### src/rtl/fp_subdiv_to_fixed.sv
// -----------------------------------------------------------------------------
// fp_subdiv_to_fixed
//
// Converts an IEEE-754 single-precision operand x into the CORDIC angle
// z = (x - 128) / 128, delivered as signed Q1.20 (21 bits, LSB = 2^-20).
// The mantissa alignment is done iteratively, one bit position per enabled
// cycle, so the stage is small but its latency depends on the exponent.
//
// Ports
//   clock   : sole clock, rising edge
//   aclr    : asynchronous active-low reset
//   clk_en  : when low, every register (state, counter, outputs) holds
//   start   : request, accepted only in IDLE or DONE while clk_en is high
//   dataa   : FP32 operand, captured on the accepting edge
//   result  : signed Q1.20 angle, held until the next result is written
//   done    : high for every cycle spent in DONE (drives the core's start)
//   busy    : high in UNPACK, ALIGN and SUB
// -----------------------------------------------------------------------------
module fp_subdiv_to_fixed (
  input  logic        clock,
  input  logic        aclr,
  input  logic        clk_en,
  input  logic        start,
  input  logic [31:0] dataa,
  output logic [20:0] result,
  output logic        done,
  output logic        busy
);

  typedef enum logic [2:0] {
    S_IDLE   = 3'd0,
    S_UNPACK = 3'd1,
    S_ALIGN  = 3'd2,
    S_SUB    = 3'd3,
    S_DONE   = 3'd4
  } state_t;

  state_t      r_state;
  logic [31:0] r_x;       // latched operand
  logic [28:0] r_acc;     // Q8.20 unsigned accumulator, converges to x*2^20
  logic [4:0]  r_cnt;     // remaining alignment shifts
  logic        r_left;    // alignment direction: 1 = left, 0 = right
  logic [20:0] r_result;
  logic        r_done;
  logic        r_busy;

  // Field decode of the latched operand.
  logic        w_sign;
  logic [7:0]  w_exp;
  logic [22:0] w_frac;
  assign w_sign = r_x[31];
  assign w_exp  = r_x[30:23];
  assign w_frac = r_x[22:0];

  // Special-case classification, highest priority first.
  logic w_is_nan;
  logic w_is_neg_or_zero;
  logic w_is_big;
  logic w_is_tiny;
  assign w_is_nan         = (w_exp == 8'd255) && (w_frac != 23'd0);
  assign w_is_neg_or_zero = w_sign || (w_exp == 8'd0);
  assign w_is_big         = (w_exp >= 8'd135);
  assign w_is_tiny        = (w_exp < 8'd106);

  // Alignment amount: the accumulator holds M, and x*2^20 = M * 2^(e-130).
  logic       w_left;
  logic [7:0] w_exp_dist;
  logic [4:0] w_shift_n;
  assign w_left = (w_exp > 8'd130);

  // Distance of the exponent from 130; only values 0..24 reach the datapath.
  always_comb begin
    w_exp_dist = 8'd0;
    if (w_left) begin
      w_exp_dist = w_exp - 8'd130;
    end else begin
      w_exp_dist = 8'd130 - w_exp;
    end
  end
  assign w_shift_n = w_exp_dist[4:0];

  // Special-case result mux, applied in priority order.
  logic        w_special;
  logic [20:0] w_special_res;

  // Selects whether the operand bypasses the datapath and what it produces.
  always_comb begin
    w_special     = 1'b0;
    w_special_res = 21'h000000;
    if (w_is_nan) begin
      w_special     = 1'b1;
      w_special_res = 21'h000000;
    end else if (w_is_neg_or_zero) begin
      w_special     = 1'b1;
      w_special_res = 21'h100000;
    end else if (w_is_big) begin
      w_special     = 1'b1;
      w_special_res = 21'h0FFFFF;
    end else if (w_is_tiny) begin
      w_special     = 1'b1;
      w_special_res = 21'h100000;
    end else begin
      w_special     = 1'b0;
      w_special_res = 21'h000000;
    end
  end

  // D = A - 2^27 (i.e. x*2^20 - 128*2^20); result is D >>> 7. For every
  // reachable A the quotient fits in 21 signed bits, so D[27:7] is exactly
  // the arithmetic-shift result and the bits above it are sign copies.
  logic signed [29:0] w_diff;
  assign w_diff = $signed({1'b0, r_acc}) - 30'sd134217728;

  // Bits that carry no information for the output are collected here.
  logic w_unused_bits;
  assign w_unused_bits = ^{w_diff[29:28], w_diff[6:0], w_exp_dist[7:5]};

  // Control FSM and datapath registers, including the registered outputs.
  always_ff @(posedge clock or negedge aclr) begin
    if (!aclr) begin
      r_state  <= S_IDLE;
      r_x      <= 32'd0;
      r_acc    <= 29'd0;
      r_cnt    <= 5'd0;
      r_left   <= 1'b0;
      r_result <= 21'd0;
      r_done   <= 1'b0;
      r_busy   <= 1'b0;
    end else if (clk_en) begin
      case (r_state)
        S_IDLE, S_DONE: begin
          if (start) begin
            r_x     <= dataa;
            r_state <= S_UNPACK;
            r_done  <= 1'b0;
            r_busy  <= 1'b1;
          end else begin
            r_state <= S_IDLE;
            r_done  <= 1'b0;
            r_busy  <= 1'b0;
          end
        end

        S_UNPACK: begin
          if (w_special) begin
            r_result <= w_special_res;
            r_state  <= S_DONE;
            r_done   <= 1'b1;
            r_busy   <= 1'b0;
          end else begin
            r_acc  <= {5'd0, 1'b1, w_frac};
            r_cnt  <= w_shift_n;
            r_left <= w_left;
            if (w_shift_n == 5'd0) begin
              r_state <= S_SUB;
            end else begin
              r_state <= S_ALIGN;
            end
          end
        end

        S_ALIGN: begin
          // Left shifts never exceed 4, so bit 28 cannot be lost.
          if (r_left) begin
            r_acc <= {r_acc[27:0], 1'b0};
          end else begin
            r_acc <= {1'b0, r_acc[28:1]};
          end
          r_cnt <= r_cnt - 5'd1;
          if (r_cnt <= 5'd1) begin
            r_state <= S_SUB;
          end else begin
            r_state <= S_ALIGN;
          end
        end

        S_SUB: begin
          r_result <= w_diff[27:7];
          r_state  <= S_DONE;
          r_done   <= 1'b1;
          r_busy   <= 1'b0;
        end

        default: begin
          r_state <= S_IDLE;
          r_done  <= 1'b0;
          r_busy  <= 1'b0;
        end
      endcase
    end
  end

  assign result = r_result;
  assign done   = r_done;
  assign busy   = r_busy;

endmodule

### config.mk
export PLATFORM = sky130hd
export DESIGN_NAME = fp_subdiv_to_fixed
export DESIGN_NICKNAME = d
export VERILOG_FILES = /design/src/rtl/fp_subdiv_to_fixed.sv
export SDC_FILE = /design/constraint.sdc
export NUM_CORES = 1
export LEC_CHECK = 0
export ABC_AREA = 0
export BUFFER_PORTS_ARGS = -buffer_cell sky130_fd_sc_hd__buf_2
export CORE_ASPECT_RATIO = 1.4
export CORE_UTILIZATION = 50
export DETAILED_ROUTE_END_ITERATION = 8
export HOLD_SLACK_MARGIN = 0.05
export PLACE_DENSITY = 0.66
export SETUP_SLACK_MARGIN = 0.4
export SLEW_MARGIN = 20
export SYNTH_ARGS = -nofsm -noshare
export SYNTH_HDL_FRONTEND = slang
export SYNTH_SLANG_ARGS = --single-unit
### constraint.sdc
create_clock -name clock -period 2.5 [get_ports clock]
set_input_delay 0.5 -clock clock [delete_from_list [all_inputs] [get_ports clock]]
set_output_delay 0.5 -clock clock [all_outputs]
set_load 0.005 [all_outputs]
==> run summary, run 1 <==
Root Buffer: clkbuf_16
Async set or reset register ratio after synthesis: 1.00
Mapped Area: 4940 µm²
Gpl congestion: 0.909
Seq. cell area: 2330 µm²
Status: finished clean
Synthesized area per cell: 11.2 µm²
1st-pass router iterations: 4
Cell mode on critical path: a21oi_4
Reg clk slew, reported paths: 70 ps
Slew margin rel.: 0.578
Total of max-cap violations: 0
Layout area overhead: 24.3%
Die ar.: 10300 µm²
WL/cell: 18.9 µm
Routed WL: 12300 µm
Gr usage total: 0.239
Vias in the first global route: 3707
Total power: 0.00737 W
DRC: 0
Synth warnings: 0
Adder-Cell Fraction of Synth Area: 0.0228
Initial antenna violation count: 0
Pwr dens: 1200 nW/µm²
Compound-cell area share of the yosys netlist: 0.151
Internal power: 0.00460 W
Slowest CP cell: dfrtp_2
Multi-input gate area: 2620 µm²
Sequential share of power: 0.396
FF-to-FF Start: r_x[24]
Dominant synthesized flop cell: dfrtp_1
Leak: 2.77 nW
CTS buffer count: 9
CP startpoint kind: register
EDFF count, synth: 0
Die Y: 120 µm
Post-DP HPWL: 7680 µm
Setup-failing EPs final: 0
Starting Density: 0.519
Req. time, crit path: 2720 ps
Global-route wire length before repair: 19000 µm
Min Hold Slack: 106 ps
H-Tree Depth: 3
Final Skew: 9.19 ps
Clk network pwr share: 0.169
Share of cells above drive strength 1: 0.410
Tmin final: 2130 ps
Final core occ: 0.646
Top-count cell post-synth: dfrtp_1
Routed vias: 3818
Netlist cell types: 56
Ports: 59
Multiplexer area fraction after synthesis: 0.225
Period utilization: 0.854
Post-synth top cells: dfrtp_1, mux2_2, nand2_1
Number of nets in the layout: 562
Fillers: 758
Fmax achieved: 0.468 GHz
Antenna cells: 0
ANT nets after route: 0
Worst-skew pair later-pin latency: 340 ps
Critical Path AT: 2360 ps
Least-Margin Pin Slew: 625 ps
Vias per cell: 5.84
Core area: 9510 µm²
Row cnt: 42
Synth Area in XOR/XNOR: 0.00177
Worst path cell trace: ha_4 -> a21oi_4 -> and3_4 -> o2111ai_4 -> a21oi_4 -> buf_12 -> clkbuf_16 -> mux2_4
Worst R2R Path Depth: 8
#FFs+latches synth: 93
Largest family of logic cells by synthesized area: multiplexers
Max-slew violation count: 0
Final TNS setup: 0 ps
Post-Syn Instances: 440
Yosys top cell area share: 0.471
Clk sinks: 93
Area leader, netlist: dfrtp_1
Iteration-0 DRC count of the detailed router: 228
Net Sw Power: 0.00277 W
Simple-Gate Fraction of Synth Area: 0.0843
Seq/Total Area, Yosys: 0.471
Final worst setup slack: 365 ps
Die Span X: 86.0 µm
Peak supply drop: 0.581 mV
FF-to-FF End: r_acc[9]
Mapped Nets: 485
CTS tree: done
CP Capture Type: register
Largest net degree at the start of global routing: 51
CP Class: reg -> reg
Post-place setup slack: 142 ps
RSZ-0062 raised after global routing: true
Worst Path Max Fanout: 6
Comb pwr share: 0.435
Worst Hold Class: in -> async
Endpoints failing hold: 0
Reg2reg setup slack: 370 ps
CP peak stage delay: 450 ps
Clock Path Buffers: 2
Largest cells by area after synthesis: dfrtp_1, mux2_2, mux2i_1, o21ai_0, a22o_1
Port buffer count: 58
Switching share of power: 0.376
GR Overflow Total: 0
-- worst max-delay path by stage --
stage	from	cells after the start	endpoint	slack, ps
after floorplan	r_x[24]	7	r_acc[10]	410
after global placement	r_x[25]	7	r_cnt[2]	110
after detailed placement	r_x[25]	7	r_cnt[2]	140
after CTS	r_x[24]	7	r_acc[21]	380
after global routing	r_x[24]	6	r_state[0]	310
final	r_x[24]	8	r_acc[9]	370
-- what timing repair did --
| action | in CTS | in global routing |
|---|---|---|
| gates resized for setup | 14 | 43 |
| hold buffers | 0 | 0 |
| cloned | 0 | 3 |
| setup buffers | 5 | 14 |
| endpoints found under the setup margin | 48 | 54 |
| pin swaps | 3 | 10 |
-- layout make-up --
cell class                      count  area share
Inverter                           15     0.00917
Timing Repair Buffer               96       0.115
Clock buffer                       12      0.0385
Sequential cell                    93       0.380
Multi-Input combinational cell    302       0.427
Tap cell                          132      0.0269
Clock inverter                      4     0.00407
-- power by group through the flow --
stage | sequential, W | combinational [W] | clock, W
2_1_floorplan | 0.00262 | 0.00204 | 0
3_3_place_gp | 0.00285 | 0.00262 | 0
3_5_place_dp | 0.00288 | 0.00269 | 0
4_1_cts | 0.00288 | 0.00277 | 0.00125
5_1_grt | 0.00301 | 0.00349 | 0.00132
6_report | 0.00292 | 0.00320 | 0.00125
-- layer usage --
| metal | share of wire | GRT usage | vias to the layer above |
|---|---|---|---|
| met2 | 0.51 | 0.392 | 89 |
| met1 | 0.43 | 0.311 | 1935 |
| li1 | - | - | 1772 |
| met5 | 0 | 0 | - |
| met3 | 0.032 | 0.0433 | 22 |
| met4 | 0.024 | 0.0938 | 0 |
-- cell usage in the layout (no fill, tap or decap), types with 3 or more instances in the layout --
master     count
dfrtp_1       87
buf_2         57
mux2_2        50
nand2_1       38
o21ai_0       35
mux2i_1       29
buf_4         29
mux2_4        23
a22o_1        21
inv_1         12
nor2_1        12
clkbuf_16     11
a21oi_1        9
ha_1           7
buf_12         7
dfrtp_2        6
nor4_1         5
o22ai_1        5
nand2b_1       4
inv_2          3
nor3_1         3
nand3_1        3
o211ai_1       3
clkbuf_1       3
-- registers in the layout (all words and copies together) (netlist names) --
name     cells
busy         1
done         1
r_acc       29
r_cnt        5
r_left       1
r_state      3
r_x         32
result      21
-- critical path: cells and delay by family, from the launching register on --
family | cells | cell delay, ps
AOI/OAI and AO/OA | 3 | 520
adders and majority gates | 1 | 190
buffers and inverters | 2 | 310
DFF | 1 | 450
muxes | 1 | 300
and+or+nand+nor | 1 | 240
-- through the flow --
stage	cells	area [µm²]
6_report	654	6140
5_1_grt	654	6140
4_1_cts	637	5770
3_5_place_dp	616	5430
3_3_place_gp	616	5430
2_1_floorplan	440	4940
-- logic make-up (layout without fill, tap and decap cells) --
| logic type | after synthesis | in the layout |
|---|---|---|
| xor gates and xnor gates | 1 | 1 |
| muxes | 102 | 102 |
| and+or+nand+nor | 84 | 84 |
| adders and majority gates | 9 | 9 |
| buffers and inverters | 46 | 127 |
| AOI/OAI and AO/OA | 105 | 106 |
| DFF | 93 | 93 |
(Power assumes the default switching activity.)
==> run 2, diff against run 1 <==
- ABC_AREA: 0 -> 1
- RECOVER_POWER: default -> 25
==> run 2 against run 1 <==
Cell count is 19% higher; the flow now finishes with violations (max-capacitance violations, max-slew violations); routed wire length is 16% lower; design area is 9.6% lower; highest routed layer unchanged; largest power group unchanged; critical endpoint is now r_acc[24]; critical path depth is 3 higher; synthesized cell count is 40% higher; clock skew is 2.6 ps lower; global-route usage is 1.4 points lower; largest cell class is now sequential cells.
==> run summary, run 2 <==
EDFF count, synth: 0 (unchanged)
Post-Syn Instances: 614 (+40%)
Placement Cell Area: 5270 µm² (-3.1%)
CP startpoint kind: register
Antenna cells: 0 (unchanged)
Post-DP HPWL: 7190 µm (-6.3%)
Commonest non-fill, non-tap cell in the layout: nand2_1
Vias in the first global route: 4030 (+8.7%)
Reg clk slew, reported paths: 60 ps (about the same)
Fillers: 904 (+19%)
Worst Hold Class: in -> reg
Dominant synthesized flop cell: dfrtp_1
Area leader, netlist: dfrtp_1
Ports: 59 (unchanged)
Post-synth top cells: nand2_1, dfrtp_1, o21ai_0
Worst path cell trace: inv_2 -> ha_1 -> nand3_2 -> nor2_2 -> nor2_2 -> nand3_2 -> nor2_4 -> nand2_2 -> nand2_8 -> buf_12 -> o22ai_1
Largest reg by FF count: r_x
Critical Path AT: 2110 ps (-250 ps)
Synthesized area per cell: 7.96 µm² (-29%)
Final TNS setup: 0 ps (unchanged)
Largest family of logic cells by synthesized area: simple AND/OR/NAND/NOR gates
Vias per cell: 5.35 (-8.3%)
Peak supply drop: 0.591 mV (+1.6%)
Wire length on met3: 354 µm (-9.5%)
Metal2 WL: 5120 µm (-19%)
Seq. cell area: 2330 µm² (-0.32%)
Netlist cell types: 32 (-43%)
1st-pass router iterations: 4 (unchanged)
GR Overflow Total: 0 (unchanged)
Metal-1 WL: 4650 µm (-13%)
Fmax achieved: 0.530 GHz (+13%)
Seq/Total Area, Yosys: 0.476 (+0.00531)
Routed WL: 10400 µm (-16%)
Gpl congestion: 0.896 (-1.4%)
Die Y: 119 µm (-0.55%)
Yosys top cell area share: 0.476 (+0.00531)
Leak: 2.84 nW (+2.5%)
Gr usage total: 0.225 (-0.0139)
#FFs+latches synth: 93 (unchanged)
Worst Path Max Fanout: 23 (+17)
Compound-cell area share of the yosys netlist: 0.178 (+0.0271)
CP Class: reg -> reg
Die ar.: 10200 µm² (-1.1%)
DRC: 0 (unchanged)
Mapped Nets: 659 (+36%)
Initial antenna violation count: 0 (unchanged)
Delay-heaviest family, CP: simple AND/OR/NAND/NOR gates
CTS resizes: 0 (-14)
Async set or reset register ratio after synthesis: 1.00 (unchanged)
Hold path endpoint: r_x[31]
Global-route wire length before repair: 18300 µm (-3.8%)
Adder-Cell Fraction of Synth Area: 0.0231 (+0.000257)
Highest-count cells in the layout ignoring fill and taps: nand2_1, dfrtp_1, o21ai_0
Period utilization: 0.755 (-0.0987)
H-Tree Depth: 3 (unchanged)
Root Buffer: clkbuf_16
Pwr dens: 1170 nW/µm² (-2.5%)
Post-CTS setup buffers: 0 (-5)
Core area: 9460 µm² (-0.55%)
Clock Path Buffers: 2 (unchanged)
# hold bufs at CTS: 0 (unchanged)
Worst R2R Path Depth: 11 (+3)
WL/cell: 13.4 µm (-29%)
Clk sinks: 93 (unchanged)
Simple-Gate Fraction of Synth Area: 0.214 (+0.130)
Setup-failing EPs final: 0 (unchanged)
Final Skew: 6.57 ps (-2.62 ps)
CP peak stage delay: 430 ps (-20 ps)
Synth warnings: 0 (unchanged)
Req. time, crit path: 2720 ps (about the same)
Die Span X: 85.5 µm (-0.55%)
Largest cells by area after synthesis: dfrtp_1, nand2_1, o21ai_0, inv_1, a21oi_1
Port buffer count: 58 (unchanged)
Fin area: 5550 µm² (-9.6%)
FF-to-FF Start: r_x[24]
Iteration-0 DRC count of the detailed router: 252 (+11%)
Starting Density: 0.516 (-0.00293)
Multiplexer area fraction after synthesis: 0.00231 (-0.223)
ANT nets after route: 0 (unchanged)
Status: complete, but fails checks
RSZ-0062 raised after global routing: false
Max-slew violation count: 30 (+30)
Min-delay src: dataa[31]
Endpoints failing hold: 0 (unchanged)
Layout area overhead: 13.7%
FF-to-FF End: r_acc[24]
Total of max-cap violations: 1 (+1)
Worst path bufs/invs: 2 (unchanged)
Tmin final: 1890 ps (-247 ps)
Failing checks: max-capacitance violations, max-slew violations
Reg2reg setup slack: 610 ps (+250 ps)
Max reg flops: 32 (unchanged)
CTS tree: done
Least-Margin Pin Slew: 1740 ps (+1120 ps)
Slew margin rel.: -0.160 (-0.739)
Max Used Layer: met4
Routed vias: 4150 (+8.7%)
Number of nets in the layout: 706 (+26%)
Largest net degree at the start of global routing: 64 (+25%)
Row cnt: 42 (unchanged)
Multi-input gate area: 2110 µm² (-19%)
CP Capture Type: register
Synth Area in XOR/XNOR: 0.0108 (+0.00899)
Mapped Area: 4880 µm² (-1.1%)
Worst-skew pair later-pin latency: 340 ps (about the same)
CTS buffer count: 9 (unchanged)
Hold path depth: 2
Slowest CP cell: dfrtp_1
Top-count cell post-synth: nand2_1
Share of cells above drive strength 1: 0.186 (-0.223)
==> run 2: changes by cell type after synthesis, moves of 7 or more <==
| cell | delta |
|---|---|
| mux2_2 | -72 |
| mux2i_1 | -29 |
| nor2_1 | +33 |
| nand2_2 | +11 |
| o21ai_2 | +9 |
| a21oi_1 | +26 |
| o211ai_1 | +19 |
| nand3_1 | +13 |
| nand2_1 | +109 |
| inv_1 | +56 |
| nand4_1 | +7 |
| o21ai_0 | +37 |
| a22o_1 | -21 |
==> run 2: cells by family (layout without fill, tap and decap cells) <==
group | Yosys count | after routing
xor+xnor | 6 | 6
simple gates | 243 | 243
buf+inv | 110 | 161
mux | 1 | 1
fa+ha+maj | 9 | 9
flops | 93 | 93
compound gates | 152 | 152
==> run 2: worst reg2reg max path, cell delays in order (launching register included) <==
cell	delay, ps
dfrtp_1	430
inv_2	110
ha_1	200
nand3_2	70
nor2_2	40
nor2_2	140
nand3_2	110
nor2_4	100
nand2_2	110
nand2_8	150
buf_12	200
o22ai_1	100
==> run 2: worst max path at each step <==
stage	slack (ps)	startpoint	cells after the start	endpoint
after detailed placement	490	r_x[24]	11	r_acc[5]
after global placement	580	r_x[24]	11	result[4]
after CTS	440	r_x[24]	12	r_acc[9]
final	610	r_x[24]	11	r_acc[24]
after global routing	330	aclr	2	r_x[1]
after floorplan	750	r_x[24]	13	r_acc[13]
==> run 2: metrics by stage <==
| step | setup slack [ps] | util | hold slack (ps) | cells | total power (W) |
|---|---|---|---|---|---|
| CTS | 444 | 0.585 | 100 | 775 | 0.00653 |
| floorplan | 752 | - | 204 | 614 | 0.00450 |
| finish | 612 | 0.587 | 399 | 775 | 0.00650 |
| global placement | 581 | 0.557 | 450 | 760 | 0.00516 |
| global route | 330 | 0.587 | 407 | 775 | 0.00710 |
| detailed placement | 491 | 0.557 | 455 | 760 | 0.00524 |
==> run 2: report_power, final <==
part           switching (W)  internal (W)
Combinational        0.00169      0.000979
Clock               0.000556      0.000692
Sequential          0.000405       0.00218
==> run 2: cell type report <==
cell class,instances,share of cell area
inverter,77,0.0520
tap,110,0.0248
timing repair buffer,69,0.0757
clock buffer,11,0.0437
multi-input combinational,411,0.380
sequential,93,0.419
clock inverter,4,0.00451
==> run 2: per-layer routing <==
| metal | up-vias | GRT usage |
|---|---|---|
| li1 | 2076 | - |
| met1 | 1950 | 0.286 |
| met2 | 99 | 0.379 |
| met3 | 25 | 0.0333 |
| met4 | 0 | 0.0979 |
| met5 | - | 0 |
==> run 3, diff against run 2 <==
- ABC_AREA: 1 -> 0
- PLACE_DENSITY: 0.66 -> 0.69
- clock period: 2.5 -> 1.7 ns (I/O delays scaled with it)
==> run 3 against run 2 <==
The run ends with negative setup slack left; die area up 1.1%; count of clock-buffer cells in the layout up 1; first-iteration DRC count up 27%; clock power up 65%; sequential power up 62%; routed wire length up 22%; non-clock buffer count up 69; global-route usage up 2.0 points.
==> run summary, run 3 (same netlist as run 1, synthesis figures left out) <==
Status: complete, but fails checks
Failing checks: negative setup slack
CP startpoint kind: register
Metal-1 WL: 5430 µm (+17%)
Port buffer count: 58 (unchanged)
Antenna cells: 0 (unchanged)
Slew margin rel.: 0.335 (+0.495)
Die Span X: 86.0 µm (+0.55%)
Metal2 WL: 6530 µm (+28%)
RSZ-0062 raised after global routing: true
Post-DP HPWL: 7860 µm (+9.3%)
Worst-skew pair later-pin latency: 350 ps (about the same)
Multi-input gate area: 2650 µm² (+26%)
CP peak stage delay: 460 ps (+30 ps)
H-Tree Depth: 3 (unchanged)
Max-slew violation count: 0 (-100%)
Critical Path AT: 2330 ps (+220 ps)
Final Skew: 7.04 ps (+0.462 ps)
Worst R2R Path Depth: 8 (-3)
Number of nets in the layout: 603 (-15%)
Endpoints failing hold: 0 (unchanged)
Least-Margin Pin Slew: 998 ps (-743 ps)
Routed vias: 4021 (-3.1%)
Root Buffer: clkbuf_16
Share of cells above drive strength 1: 0.470 (+0.283)
Reg2reg setup slack: -400 ps (-1010 ps)
WL/cell: 18.3 µm (+36%)
Row cnt: 42 (unchanged)
DRC: 0 (unchanged)
Total of max-cap violations: 0 (-1)
Highest-count cells in the layout ignoring fill and taps: dfrtp_1, buf_2, mux2_2
GR Overflow Total: 0 (unchanged)
Routed WL: 12700 µm (+22%)
Starting Density: 0.519 (+0.00293)
Max reg flops: 32 (unchanged)
Final worst setup slack: -401 ps (-1010 ps)
Non-filler cells, final: 694 (-10%)
Tmin final: 2100 ps (+213 ps)
FF-to-FF Start: r_x[27]
Setup-failing EPs final: 60 (+60)
1st-pass router iterations: 5 (+1)
Vias in the first global route: 3884 (-3.6%)
Leak: 3.02 nW (+6.5%)
Max Used Layer: met4
Clk sinks: 93 (unchanged)
Largest net degree at the start of global routing: 57 (-11%)
Fillers: 669 (-26%)
Peak supply drop: 0.892 mV (+51%)
Placed Cells: 654 (-14%)
Seq. cell area: 2330 µm² (+0.22%)
Gr usage total: 0.245 (+0.0201)
Clock Path Buffers: 2 (unchanged)
Delay-heaviest family, CP: buffers and inverters
Core area: 9510 µm² (+0.56%)
Fmax achieved: 0.476 GHz (-10%)
Slowest CP cell: dfrtp_2
Initial antenna violation count: 0 (unchanged)
Die ar.: 10300 µm² (+1.1%)
Min Hold Slack: 194 ps (-205 ps)
Period utilization: 1.24 (+0.481)
CTS buffer count: 9 (unchanged)
Layout area overhead: 34.1%
Gpl congestion: 0.846 (-5.6%)
FF-to-FF End: result[9]
Critical path depth: 8 (-3)
Reg clk slew, reported paths: 70 ps (about the same)
CP Class: reg -> reg
ANT nets after route: 0 (unchanged)
CP Capture Type: register
Req. time, crit path: 1930 ps (-790 ps)
Critical path origin: r_x[27]
Global-route wire length before repair: 19400 µm (+6.3%)
Die Y: 120 µm (+0.55%)
Commonest non-fill, non-tap cell in the layout: dfrtp_1
Wire length on met3: 482 µm (+36%)
Vias per cell: 5.79 (+8.2%)
Largest reg by FF count: r_x
CTS tree: done
Worst Hold Class: in -> reg
CP Capture Point: result[9]
Iteration-0 DRC count of the detailed router: 319 (+27%)
Worst Path Max Fanout: 11 (-52%)
Pwr dens: 1780 nW/µm² (+52%)
Ports: 59 (unchanged)
Worst path bufs/invs: 3 (+1)
Worst path cell trace: buf_6 -> nor3_4 -> nor4_4 -> buf_4 -> o21ai_4 -> o211a_4 -> clkbuf_16 -> mux2_2
==> run 3: changes by cell type in the layout (fill, tap and decap cells not counted), sizes merged, moves of 5 or more <==
cell,before,now
nand2,160,39
mux2,1,73
buf,68,132
inv,77,16
o21ai,87,39
nor2,50,13
mux2i,0,29
a21oi,37,11
a22o,0,21
o211ai,22,3
nand3,19,3
nand4,9,1
nor4,0,7
xor2,5,0
==> run 3: cell type report <==
cell class / instances / share of cell area
clock buffers: 12 / 0.0387
clock inverters: 3 / 0.00661
inverters: 15 / 0.00850
multi-input cells: 301 / 0.401
flip-flops and latches: 93 / 0.352
well taps: 132 / 0.0249
repair buffers: 138 / 0.168
==> run 3: report_power, final <==
| part | internal [W] | total (W) | switching [W] | leakage (nW) |
|---|---|---|---|---|
| sequential | 0.00322 | 0.00419 | 0.000965 | 1.15 |
| combinational | 0.00311 | 0.00556 | 0.00245 | 1.72 |
| clock | 0.00122 | 0.00206 | 0.000843 | 0.149 |
| total | 0.00755 | 0.0118 | 0.00425 | 3.02 |
==> run 3: worst min path at each step <==
stage,depth (start not counted),endpoint,start,slack (ps)
finish,3,r_x[26],dataa[26],190
global route,3,r_x[24],dataa[24],200
detailed placement,2,r_x[26],aclr,340
global placement,2,r_x[26],aclr,330
CTS,3,r_x[26],dataa[26],200
floorplan,0,busy,aclr,40
==> run 3: per-layer routing <==
metal,global-route usage,up-vias
met3,0.0433,18
met2,0.410,109
met5,0,-
li1,-,1848
met4,0.0896,0
met1,0.316,2046
==> run 3: what timing repair did <==
action,4_1_cts,5_1_grt
pin swaps,11,11
buffers inserted,12,6
hold buffers,1,0
endpoints found under the setup margin,90,93
endpoints found under the hold margin,93,0
resized for setup,34,30
gates cloned,4,2
==> run 3: through the flow <==
step	total power, W	setup TNS [ps]	utilization	area (µm²)	worst slack, ps
after floorplan	0.00697	-9740	-	4990	-249
after global placement	0.00867	-18060	0.612	5820	-443
after detailed placement	0.00884	-18860	0.612	5820	-451
after CTS	0.0114	-16220	0.677	6430	-325
after global routing	0.0125	-24690	0.696	6620	-458
final	0.0118	-20470	0.696	6620	-401
==> run 3: tightest hold or removal path, stage by stage <==
cell,delay (ps)
buf_2,70
nand2_1,40
o21ai_0,60
